===== src/rtl/dac_ctrl_pkg.sv =====
// Shared types and constants for the DAC control-bus scheduler.
// The optional shadow filter is enabled by defining DAC_CTRL_SHADOW_EN.
package dac_ctrl_pkg;

   typedef enum logic [1:0] {
      ST_IDLE,
      ST_LOAD,
      ST_SHIFT,
      ST_GAP
   } state_e;

   localparam int WORD_W       = 16;
   localparam int ADDR_W       = 7;
   localparam int DATA_W       = 8;
   localparam int SHADOW_BASE  = 16;
   localparam int SHADOW_DEPTH = 16;

   function automatic logic [WORD_W-1:0] make_word(input logic [ADDR_W-1:0] addr,
                                                   input logic [DATA_W-1:0] data);
      return {1'b0, addr, data};
   endfunction

endpackage


===== src/rtl/dac_ctrl_sched_if.sv =====
// Requester-side handshake plus DAC serial bus of the control scheduler.
// Handshake: a write transfers in the cycle where i_req_valid[i] and o_req_ready[i]
// are both high; the requester keeps valid, addr and data stable until then.
interface dac_ctrl_sched_if #(
   parameter int NUM_REQ = 4
);
   import dac_ctrl_pkg::*;

   logic [NUM_REQ-1:0]        i_req_valid;
   logic [NUM_REQ*ADDR_W-1:0] i_req_addr;
   logic [NUM_REQ*DATA_W-1:0] i_req_data;
   logic [NUM_REQ-1:0]        o_req_ready;
   logic                      o_sel_n;
   logic                      o_clock;
   logic                      o_data;
   logic                      o_busy;
   logic [2:0]                o_grant_id;
   state_e                    o_dbg_state;

   modport master (
      output i_req_valid, i_req_addr, i_req_data,
      input  o_req_ready, o_sel_n, o_clock, o_data, o_busy, o_grant_id, o_dbg_state
   );

   modport slave (
      input  i_req_valid, i_req_addr, i_req_data,
      output o_req_ready, o_sel_n, o_clock, o_data, o_busy, o_grant_id, o_dbg_state
   );

endinterface


===== src/rtl/dac_ctrl_rr_arb.sv =====
// Round-robin arbiter: searches from the requester after the last winner;
// the pointer moves to the winner only when the grant is accepted.
module dac_ctrl_rr_arb #(
   parameter int N = 4
) (
   input  logic         clk_i,
   input  logic         rst_n_i,
   input  logic [N-1:0] req_i,
   input  logic         accept_i,
   output logic [N-1:0] gnt_o,
   output logic [2:0]   gnt_idx_o
);

   logic [2:0] ptr_q;
   logic       found;
   int         cand;

   always_comb begin
      gnt_o     = '0;
      gnt_idx_o = '0;
      found     = 1'b0;
      cand      = 0;
      for (int k = 1; k <= N; k++) begin
         cand = int'(ptr_q) + k;
         if (cand >= N) cand = cand - N;
         if (!found && req_i[cand]) begin
            found       = 1'b1;
            gnt_o[cand] = 1'b1;
            gnt_idx_o   = 3'(cand);
         end
      end
   end

   // Reset pointer to the last requester so requester 0 wins first.
   always_ff @(posedge clk_i or negedge rst_n_i) begin
      if (!rst_n_i) ptr_q <= 3'(N - 1);
      else if (accept_i) ptr_q <= gnt_idx_o;
   end

endmodule


===== src/rtl/dac_ctrl_sched.sv =====
// Arbitrates register writes from NUM_REQ requesters onto a 3-wire DAC control bus.
// Define DAC_CTRL_SHADOW_EN to drop writes that repeat the last data of addresses 16..31.
module dac_ctrl_sched
   import dac_ctrl_pkg::*;
#(
   parameter int NUM_REQ     = 4,
   parameter int CLK_DIV     = 8,
   parameter int GAP_PERIODS = 2
) (
   input logic             i_clk48,
   input logic             i_rst48_n,
   dac_ctrl_sched_if.slave bus
);

   localparam int DIV_W = $clog2(CLK_DIV);

   state_e              state_q, state_d;
   logic [DIV_W-1:0]    div_q;
   logic                fall_tick;
   logic [WORD_W-1:0]   word_q, word_d;
   logic                sel_n_q, sel_n_d;
   logic                data_q, data_d;
   logic [4:0]          bit_cnt_q, bit_cnt_d;
   logic [7:0]          gap_cnt_q, gap_cnt_d;
   logic [2:0]          gid_q;
   logic [NUM_REQ-1:0]  gnt;
   logic [2:0]          gnt_idx;
   logic                accept;
   logic                shadow_hit;
   logic [ADDR_W-1:0]   sel_addr;
   logic [DATA_W-1:0]   sel_data;

   assign fall_tick = (div_q == DIV_W'(CLK_DIV - 1));
   assign accept    = i_rst48_n && (state_q == ST_IDLE) && (|bus.i_req_valid);
   assign sel_addr  = bus.i_req_addr[int'(gnt_idx)*ADDR_W +: ADDR_W];
   assign sel_data  = bus.i_req_data[int'(gnt_idx)*DATA_W +: DATA_W];

   dac_ctrl_rr_arb #(.N(NUM_REQ)) u_arb (
      .clk_i     (i_clk48),
      .rst_n_i   (i_rst48_n),
      .req_i     (bus.i_req_valid),
      .accept_i  (accept),
      .gnt_o     (gnt),
      .gnt_idx_o (gnt_idx)
   );

`ifdef DAC_CTRL_SHADOW_EN
   logic [DATA_W-1:0]       sh_data_q [SHADOW_DEPTH];
   logic [SHADOW_DEPTH-1:0] sh_vld_q;
   logic                    in_win;
   logic [3:0]              sh_idx;

   assign in_win     = (sel_addr >= ADDR_W'(SHADOW_BASE)) &&
                       (sel_addr <  ADDR_W'(SHADOW_BASE + SHADOW_DEPTH));
   assign sh_idx     = 4'(sel_addr - ADDR_W'(SHADOW_BASE));
   assign shadow_hit = in_win && sh_vld_q[sh_idx] && (sh_data_q[sh_idx] == sel_data);

   always_ff @(posedge i_clk48 or negedge i_rst48_n) begin
      if (!i_rst48_n) sh_vld_q <= '0;
      else if (accept && in_win) sh_vld_q[sh_idx] <= 1'b1;
   end

   always_ff @(posedge i_clk48) begin
      if (accept && in_win) sh_data_q[sh_idx] <= sel_data;
   end
`else
   assign shadow_hit = 1'b0;
`endif

   always_ff @(posedge i_clk48 or negedge i_rst48_n) begin
      if (!i_rst48_n) begin
         div_q     <= '0;
         state_q   <= ST_IDLE;
         word_q    <= '0;
         sel_n_q   <= 1'b1;
         data_q    <= 1'b0;
         bit_cnt_q <= '0;
         gap_cnt_q <= '0;
         gid_q     <= '0;
      end else begin
         div_q     <= fall_tick ? '0 : div_q + DIV_W'(1);
         state_q   <= state_d;
         word_q    <= word_d;
         sel_n_q   <= sel_n_d;
         data_q    <= data_d;
         bit_cnt_q <= bit_cnt_d;
         gap_cnt_q <= gap_cnt_d;
         if (accept) gid_q <= gnt_idx;
      end
   end

   // Bus outputs only move on a fall tick; the DAC samples on the rising edge.
   always_comb begin
      state_d   = state_q;
      word_d    = word_q;
      sel_n_d   = sel_n_q;
      data_d    = data_q;
      bit_cnt_d = bit_cnt_q;
      gap_cnt_d = gap_cnt_q;
      case (state_q)
         ST_IDLE: begin
            if (accept && !shadow_hit) begin
               word_d  = make_word(sel_addr, sel_data);
               state_d = ST_LOAD;
            end
         end
         ST_LOAD: begin
            if (fall_tick) begin
               sel_n_d   = 1'b0;
               data_d    = word_q[WORD_W-1];
               word_d    = {word_q[WORD_W-2:0], 1'b0};
               bit_cnt_d = 5'd1;
               state_d   = ST_SHIFT;
            end
         end
         ST_SHIFT: begin
            if (fall_tick) begin
               if (bit_cnt_q == 5'(WORD_W)) begin
                  sel_n_d   = 1'b1;
                  data_d    = 1'b0;
                  gap_cnt_d = '0;
                  state_d   = ST_GAP;
               end else begin
                  data_d    = word_q[WORD_W-1];
                  word_d    = {word_q[WORD_W-2:0], 1'b0};
                  bit_cnt_d = bit_cnt_q + 5'd1;
               end
            end
         end
         ST_GAP: begin
            if (fall_tick) begin
               if (gap_cnt_q == 8'(GAP_PERIODS - 1)) state_d = ST_IDLE;
               else gap_cnt_d = gap_cnt_q + 8'd1;
            end
         end
         default: state_d = ST_IDLE;
      endcase
   end

   assign bus.o_req_ready = gnt & {NUM_REQ{accept}};
   assign bus.o_sel_n     = sel_n_q;
   assign bus.o_data      = data_q;
   assign bus.o_clock     = (div_q >= DIV_W'(CLK_DIV / 2));
   assign bus.o_busy      = (state_q != ST_IDLE) || (accept && !shadow_hit);
   assign bus.o_grant_id  = gid_q;
   assign bus.o_dbg_state = state_q;

endmodule


===== src/flat_wrapper.sv =====
// flat-port wrapper written by rule: the top's interface ports become plain ports
module dac_ctrl_sched_flat import dac_ctrl_pkg::*;
#(
   parameter int NUM_REQ     = 4,
   parameter int CLK_DIV     = 8,
   parameter int GAP_PERIODS = 2
)
  (i_clk48, i_rst48_n, bus_i_req_valid, bus_i_req_addr, bus_i_req_data, bus_o_req_ready, bus_o_sel_n, bus_o_clock, bus_o_data, bus_o_busy, bus_o_grant_id, bus_o_dbg_state);
  dac_ctrl_sched_if #(.NUM_REQ(NUM_REQ)) bus_i ();
  input logic i_clk48;
  input logic i_rst48_n;
  input wire logic [$bits(bus_i.i_req_valid)-1:0] bus_i_req_valid;
  input wire logic [$bits(bus_i.i_req_addr)-1:0] bus_i_req_addr;
  input wire logic [$bits(bus_i.i_req_data)-1:0] bus_i_req_data;
  output wire logic [$bits(bus_i.o_req_ready)-1:0] bus_o_req_ready;
  output wire logic [$bits(bus_i.o_sel_n)-1:0] bus_o_sel_n;
  output wire logic [$bits(bus_i.o_clock)-1:0] bus_o_clock;
  output wire logic [$bits(bus_i.o_data)-1:0] bus_o_data;
  output wire logic [$bits(bus_i.o_busy)-1:0] bus_o_busy;
  output wire logic [$bits(bus_i.o_grant_id)-1:0] bus_o_grant_id;
  output wire logic [$bits(bus_i.o_dbg_state)-1:0] bus_o_dbg_state;
  assign bus_i.i_req_valid = bus_i_req_valid;
  assign bus_i.i_req_addr = bus_i_req_addr;
  assign bus_i.i_req_data = bus_i_req_data;
  assign bus_o_req_ready = bus_i.o_req_ready;
  assign bus_o_sel_n = bus_i.o_sel_n;
  assign bus_o_clock = bus_i.o_clock;
  assign bus_o_data = bus_i.o_data;
  assign bus_o_busy = bus_i.o_busy;
  assign bus_o_grant_id = bus_i.o_grant_id;
  assign bus_o_dbg_state = bus_i.o_dbg_state;
  dac_ctrl_sched #(.NUM_REQ(NUM_REQ), .CLK_DIV(CLK_DIV), .GAP_PERIODS(GAP_PERIODS)) u_core (.i_clk48(i_clk48), .i_rst48_n(i_rst48_n), .bus(bus_i));
endmodule

===== config.mk =====
export PLATFORM = sky130hd
export DESIGN_NAME = dac_ctrl_sched_flat
export DESIGN_NICKNAME = d
export VERILOG_FILES = /design/src/rtl/dac_ctrl_pkg.sv /design/src/rtl/dac_ctrl_sched_if.sv /design/src/rtl/dac_ctrl_rr_arb.sv /design/src/rtl/dac_ctrl_sched.sv /design/src/flat_wrapper.sv
export SDC_FILE = /design/constraint.sdc
export NUM_CORES = 1
export LEC_CHECK = 0
export ABC_AREA = 1
export CORE_ASPECT_RATIO = 1.2
export CORE_MARGIN = 3
export CORE_UTILIZATION = 54
export DETAILED_ROUTE_END_ITERATION = 10
export PLACE_DENSITY = 0.82
export SLEW_MARGIN = 5
export SYNTH_ARGS = -nofsm -noshare
export SYNTH_HDL_FRONTEND = slang
export SYNTH_HIERARCHICAL = 1
export SYNTH_SLANG_ARGS = --single-unit
export TNS_END_PERCENT = 30

===== constraint.sdc =====
create_clock -name i_clk48 -period 5.3 [get_ports i_clk48]
set_clock_uncertainty 0.15 [all_clocks]
set_input_delay 1.06 -clock i_clk48 [delete_from_list [all_inputs] [get_ports i_clk48]]
set_output_delay 1.06 -clock i_clk48 [all_outputs]
set_load 0.02 [all_outputs]

After elaboration in Yosys (flattened, before gate mapping)
Index checks and enable logic that the tools add are counted.
{"block": "classes", "n_addsub": 11, "reduce_logical": 25, "n_eq_ne": 14, "shift": 2, "order_cmp": 13, "mux": 65, "multipliers": 1, "n_bitwise": 4}
{"op": ">= comparator 32 x 1 -> 1 bit (second input constant)", "count": 4}
{"op": "< comparator 32 x 4 -> 1 bit (second input constant)", "count": 4}
{"op": "2-to-1 mux 32 bit", "count": 4}
{"op": "2-to-1 mux 16 bit", "count": 4}
{"op": "one-hot mux 16 bit (3 select lines)", "count": 1}
{"op": ">= comparator 32 x 4 -> 1 bit (second input constant)", "count": 1}
{"op": "2-to-1 mux 8 bit", "count": 4}
{"op": "indexed part select 28 x 32 -> 7 bit", "count": 1}
{"op": "indexed part select 32 x 7 -> 8 bit", "count": 1}
{"op": "subtractor 32 x 4 -> 32 bit (second input constant)", "count": 1}
{"op": "2-to-1 mux 1 bit", "count": 21}
{"op": "2-to-1 mux 4 bit", "count": 4}
{"op": "one-hot mux 8 bit (2 select lines)", "count": 1}
{"op": "2-to-1 mux 3 bit", "count": 5}
{"op": "2-to-1 mux 5 bit", "count": 3}
{"op": "subtractor 4 x 3 -> 5 bit (second input constant)", "count": 3}
{"op": ">= comparator 4 x 3 -> 1 bit (second input constant)", "count": 3}
{"op": "2-to-1 mux 2 bit", "count": 6}
{"op": "inequality test 2 x 1 -> 1 bit (second input constant)", "count": 6}
{"op": "bitwise OR 4 bit", "count": 3}
{"op": "one-hot mux 5 bit (2 select lines)", "count": 1}
{"op": "AND reduction 5 bit", "count": 2}
{"op": "logical AND 1 bit", "count": 9}
{"op": "adder 3 x 2 -> 4 bit (second input constant)", "count": 2}
{"op": "other kinds (27)", "count": 41}
{"block": "totals", "out_inout_bits": 13, "ff_bits": 42, "in_bits": 66, "elab_cells": 144}

Depth between registers and ports, before layout
{"block": "depth", "word_depth": 20, "mapped_depth": 17}

Modules after synthesis
Netlist, hierarchy kept.
{"module": "dac_ctrl_sched", "n_inst": 1, "cells_each": 403, "area_per_inst_um2": 2671.3, "seq_area_each_um2": 977.2}
{"module": "dac_ctrl_rr_arb", "n_inst": 1, "cells_each": 136, "area_per_inst_um2": 844.6, "seq_area_each_um2": 77.6}

Worst setup path after synthesis
OpenSTA, ideal clock, no wires.
{"block": "synth_timing", "kind": "register to output", "startpoint": "register u_core.u_arb.ptr_q[1]", "endpoint": "output port bus_o_req_ready[0]", "path_slack_ns": 1.880, "stages_incl_launch_ff": 12, "arrival_ns": 2.210, "n_path_buf": 0, "required_time_ns": 4.090, "path_cell_list": "dfstp_2 inv_1 ha_1 inv_1 nand3_2 nand2_4 nand3_2 a21oi_2 nand3_1 nand2_1 inv_1 nor2_1"}
{"block": "synth_via", "elab_chain_len": 17, "word_cells_on_any_way": 65, "cone_classes": "8 x add/sub; 12 x order compare; 31 x mux; 4 x bitwise; 10 x reduce/logical"}
{"element": "start: declaration", "line": "dac_ctrl_rr_arb.sv:14", "text": "logic [2:0] ptr_q;"}
{"element": "start signal: assignment", "line": "dac_ctrl_rr_arb.sv:36", "text": "if (!rst_n_i) ptr_q <= 3'(N - 1);"}
{"element": "start signal: assignment", "line": "dac_ctrl_rr_arb.sv:37", "text": "else if (accept_i) ptr_q <= gnt_idx_o;"}
{"element": "branches (longest 15 deep; another with subtractor 32 x 4 -> 32 bit)"}
{"element": "2-to-1 mux 4 bit *", "line": "dac_ctrl_rr_arb.sv:26", "text": "if (!found && req_i[cand]) begin"}
{"element": "via u_core.gnt[0]", "line": "dac_ctrl_sched.sv:26", "text": "logic [NUM_REQ-1:0] gnt;"}
{"element": "AND 4 bit *", "line": "dac_ctrl_sched.sv:140", "text": "assign bus.o_req_ready = gnt & {NUM_REQ{accept}};"}
{"element": "end: declaration", "line": "flat_wrapper.sv:15", "text": "output wire logic [$bits(bus_i.o_req_ready)-1:0] bus_o_req_ready;"}
Mark *: on every way through the listed nets, which the timed path passes. The select of a mux whose other input is x is not followed.

Final worst setup path
{"block": "layout_timing", "startpoint": "register u_core.u_arb.ptr_q[0]", "endpoint": "output port bus_o_req_ready[2]"}
Same word-level chain as after synthesis.

==> summary.md <==
| Metric | Value |
|---|---|
| Yosys warns | `6` |
| P per Cell Area | `629 mW/mm2` |
| Yosys top cell area share | `0.278` |
| Switch share | `0.558` |
| Min-delay worst type | `reg -> reg` |
| Leading area contributor after synthesis | `dfrtp_1` |
| Cell-internal power | `1.22 mW` |
| Final Setup Violations | `0` |
| Worst setup startpoint | `u_core/u_arb/ptr_q[0]` |
| Initial Utilization | `0.570` |
| Critical Path AT | `3.30 ns` |
| Die Height | `94.4 um` |
| CP startpoint kind | `flop` |
| Crit path max fanout | `16` |
| P_sw | `1.54 mW` |
| Cts hold-fix bufs | `0` |
| Root Buffer | `clkbuf_8` |
| GPL Wtd Cong | `0.888` |
| Tmin final | `4.51 ns` |
| Post-CTS Resized | `0` |
| Lkg Pwr | `2.28 nW` |
| Final hold viol count | `0` |
| Crit path kind | `reg -> out` |
| Total wire length | `9.09 mm` |
| Worst r2r path cells | `14` |
| DRT antenna net count | `0` |
| Synth cell count leaders | `nand2_1 (232), nand3_1 (73), inv_1 (46), dfrtp_1 (39), nor2_1 (32)` |
| Setup Buffers After CTS | `0` |
| Final hold slack | `0.313 ns` |
| Gate power share | `0.734` |
| Synth top area cells | `dfrtp_1 (28%), nand2_1 (25%), nand3_1 (10%)` |
| Gr ovfl total | `0` |
| Mapped Avg Cell Area | `6.52 um2` |
| Multi-input logic area | `0.00217 mm2` |
| Pin count of the biggest net entering global routing | `43` |
| Clock latency on the worst-skew pair | `0.29 ns` |
| Detail Placement HPWL | `6.70 mm` |
| Flops & latches, synth | `42` |
| CTS Buf Count | `5` |
| Register area share after synthesis | `0.300` |
| CTS clk-pin slew, worst paths | `0.07 ns` |
| Clock power share | `0.076` |
| Drt first pass iters | `5` |
| Hold Path Depth | `1` |
| Die ar. | `0.00752 mm2` |
| Total Routing Usage GR | `0.251` |
| Vias in the first global route | `3250` |
| Core Area | `0.00617 mm2` |
| Tcrit/Tclk final | `0.852` |
| Synth Cell Area | `0.00352 mm2` |
| Peak VDD IR | `519 uV` |
| Hold path start | `u_core/div_q[0]` |
| Nets | `700` |
| Port bufs | `78` |
| Worst slew margin | `0.286` |
| Rows | `31` |
| Async SR Flop Fraction | `1.00` |
| Fillers | `525` |
| CP required | `4.09 ns` |
| Reg2reg setup slack | `1.46 ns` |
| CP Cell Sequence | `inv_2, ha_1, inv_1, nand3_2, nand2_4, nand3_2, a21oi_2, nand3_1, nand2_1, inv_1, nor2_1, clkdlybuf4s50_1` |
| DRC Markers | `0` |
| Most used DFF post-synth | `dfrtp_1` |
| Drt initial violations | `201` |
| Max Slew Vio Count | `0` |
| Pwr Total | `2.77 mW` |
| Sequential Area | `0.00105 mm2` |
| Maxcap violations | `0` |
| Slew at the pin closest to its max-slew limit | `1.07 ns` |
| RR Startpoint | `u_core/u_arb/ptr_q[0]` |
| CTS tree | `yes` |
| RSZ-0062 raised after global routing | `no` |
| Max frequency | `222 MHz` |
| Num ports | `79` |
| Wirelength per Cell | `13.1 um` |
| Post-synth cell types | `35` |
| Synth Instances | `539` |
| Vias per cell | `5.14` |
| Final TNS setup | `0 ns` |
| Chip width | `79.7 um` |
| Total nets after synthesis | `630` |
| Critical Path Max Stage Delay | `0.73 ns` |
| Sequential share of power | `0.190` |
| Reg-to-Reg End | `u_core/word_q[0]` |
| Longest Clk Path Bufs | `2` |
| Inserted Diodes | `0` |
| Vias | `3555` |
| CTS Sinks | `42` |
| Worst Hold End | `u_core/div_q[0]` |
| Crit-path slowest cell | `dfstp_2` |
| Post-synth EDFFs | `0` |
| Share of layout cells above drive strength 1 | `0.0705` |
| Most frequent cell after synthesis | `nand2_1` |
| Run status | `finished clean` |
| Setup crit end kind | `primary output` |
| Antenna violations before repair | `0` |
| First-pass GRT wire length | `15.2 mm` |
| H-tree Lvls | `2` |
| Synthesis-to-layout area growth | `25.1%` |
==> cells by family after synthesis <==
family,share of synthesized area
xor gates and xnor gates,0.0125
buffers and inverters,0.0840
and+or+nand+nor,0.465
adders and majority gates,0.0890
DFF,0.300
AOI/OAI and AO/OA,0.0491
==> layout by cell type, fill, tap and decap left out <==
cell and count:
inv_2 4, o21ai_1 1, o22ai_1 2, a21oi_1 3, xor2_1 4, xnor2_1 1
a21boi_0 1, nand2_1 232, nand3_4 1, buf_2 1, or2_4 1, nor2_4 3
o21bai_1 3, nand3_2 6, nand3_1 73, dfrtp_1 39, nand4_4 1, clkbuf_8 6
a21oi_2 2, nor3_1 3, a21o_1 1, o21ai_0 17, ha_1 25, nand4_1 3
or2_2 2, nand2_2 7, dfstp_2 3, nand2_4 3, clkbuf_1 2, inv_1 46
nor2_1 32, clkdlybuf4s50_1 77, nor3b_1 2, buf_4 3
==> metal layers <==
metal / up-vias / GRT usage / routed length, um
met1: 1616 / 0.351 / 4290
met3: 15 / 0.0420 / 610
met2: 91 / 0.401 / 4050
li1: 1833 / - / -
met4: 0 / 0.0731 / 140
met5: - / 0 / 0
==> flip-flops by register name (all words and copies together) (netlist names) <==
signal                  count
u_core/bus.o_grant_id       3
u_core/bus.o_dbg_state      2
u_core/bus.o_sel_n          1
u_core/word_q              16
u_core/div_q                3
u_core/gap_cnt_q            8
u_core/u_arb/ptr_q          3
u_core/bus.o_data           1
u_core/bit_cnt_q            5
==> area by class of cell <==
cell class,count,area share
Multi-Input combinational cell,429,0.492
Sequential cell,42,0.240
Timing Repair Buffer,81,0.181
Inverter,50,0.0427
Tap cell,82,0.0233
Clock buffer,8,0.0205
==> per-stage QoR <==
stage | utilization | setup slack (ns) | cells | cell area [um2]
6_report | 0.713 | 0.786 | 692 | 4400
2_1_floorplan | - | 1.88 | 539 | 3520
3_3_place_gp | 0.699 | 0.998 | 684 | 4310
4_1_cts | 0.713 | 0.769 | 692 | 4400
5_1_grt | 0.713 | 0.555 | 692 | 4400
3_5_place_dp | 0.699 | 0.962 | 684 | 4310
==> power groups by stage <==
stage	logic [mW]	clock network (mW)	registers, mW
floorplan	1.56	0	0.529
global placement	1.98	0	0.527
detailed placement	2.01	0	0.532
CTS	2.02	0.216	0.526
global route	2.30	0.231	0.541
finish	2.03	0.210	0.527
==> worst max-delay path by stage <==
stage                    endpoint
6_report       bus_o_req_ready[2]
5_1_grt        bus_o_req_ready[0]
4_1_cts        bus_o_req_ready[2]
3_5_place_dp   bus_o_req_ready[2]
3_3_place_gp   bus_o_req_ready[2]
2_1_floorplan  bus_o_req_ready[0]
==> worst max-delay path, delay by kind of cell, from the launching register on <==
kind                       cells  cell delay (ns)
AOI/OAI and AO/OA              1             0.19
adders and majority gates      1             0.39
DFF                            1             0.73
and+or+nand+nor                6             0.66
buffers and inverters          4             1.04
Power figures use the tool's default switching activity.
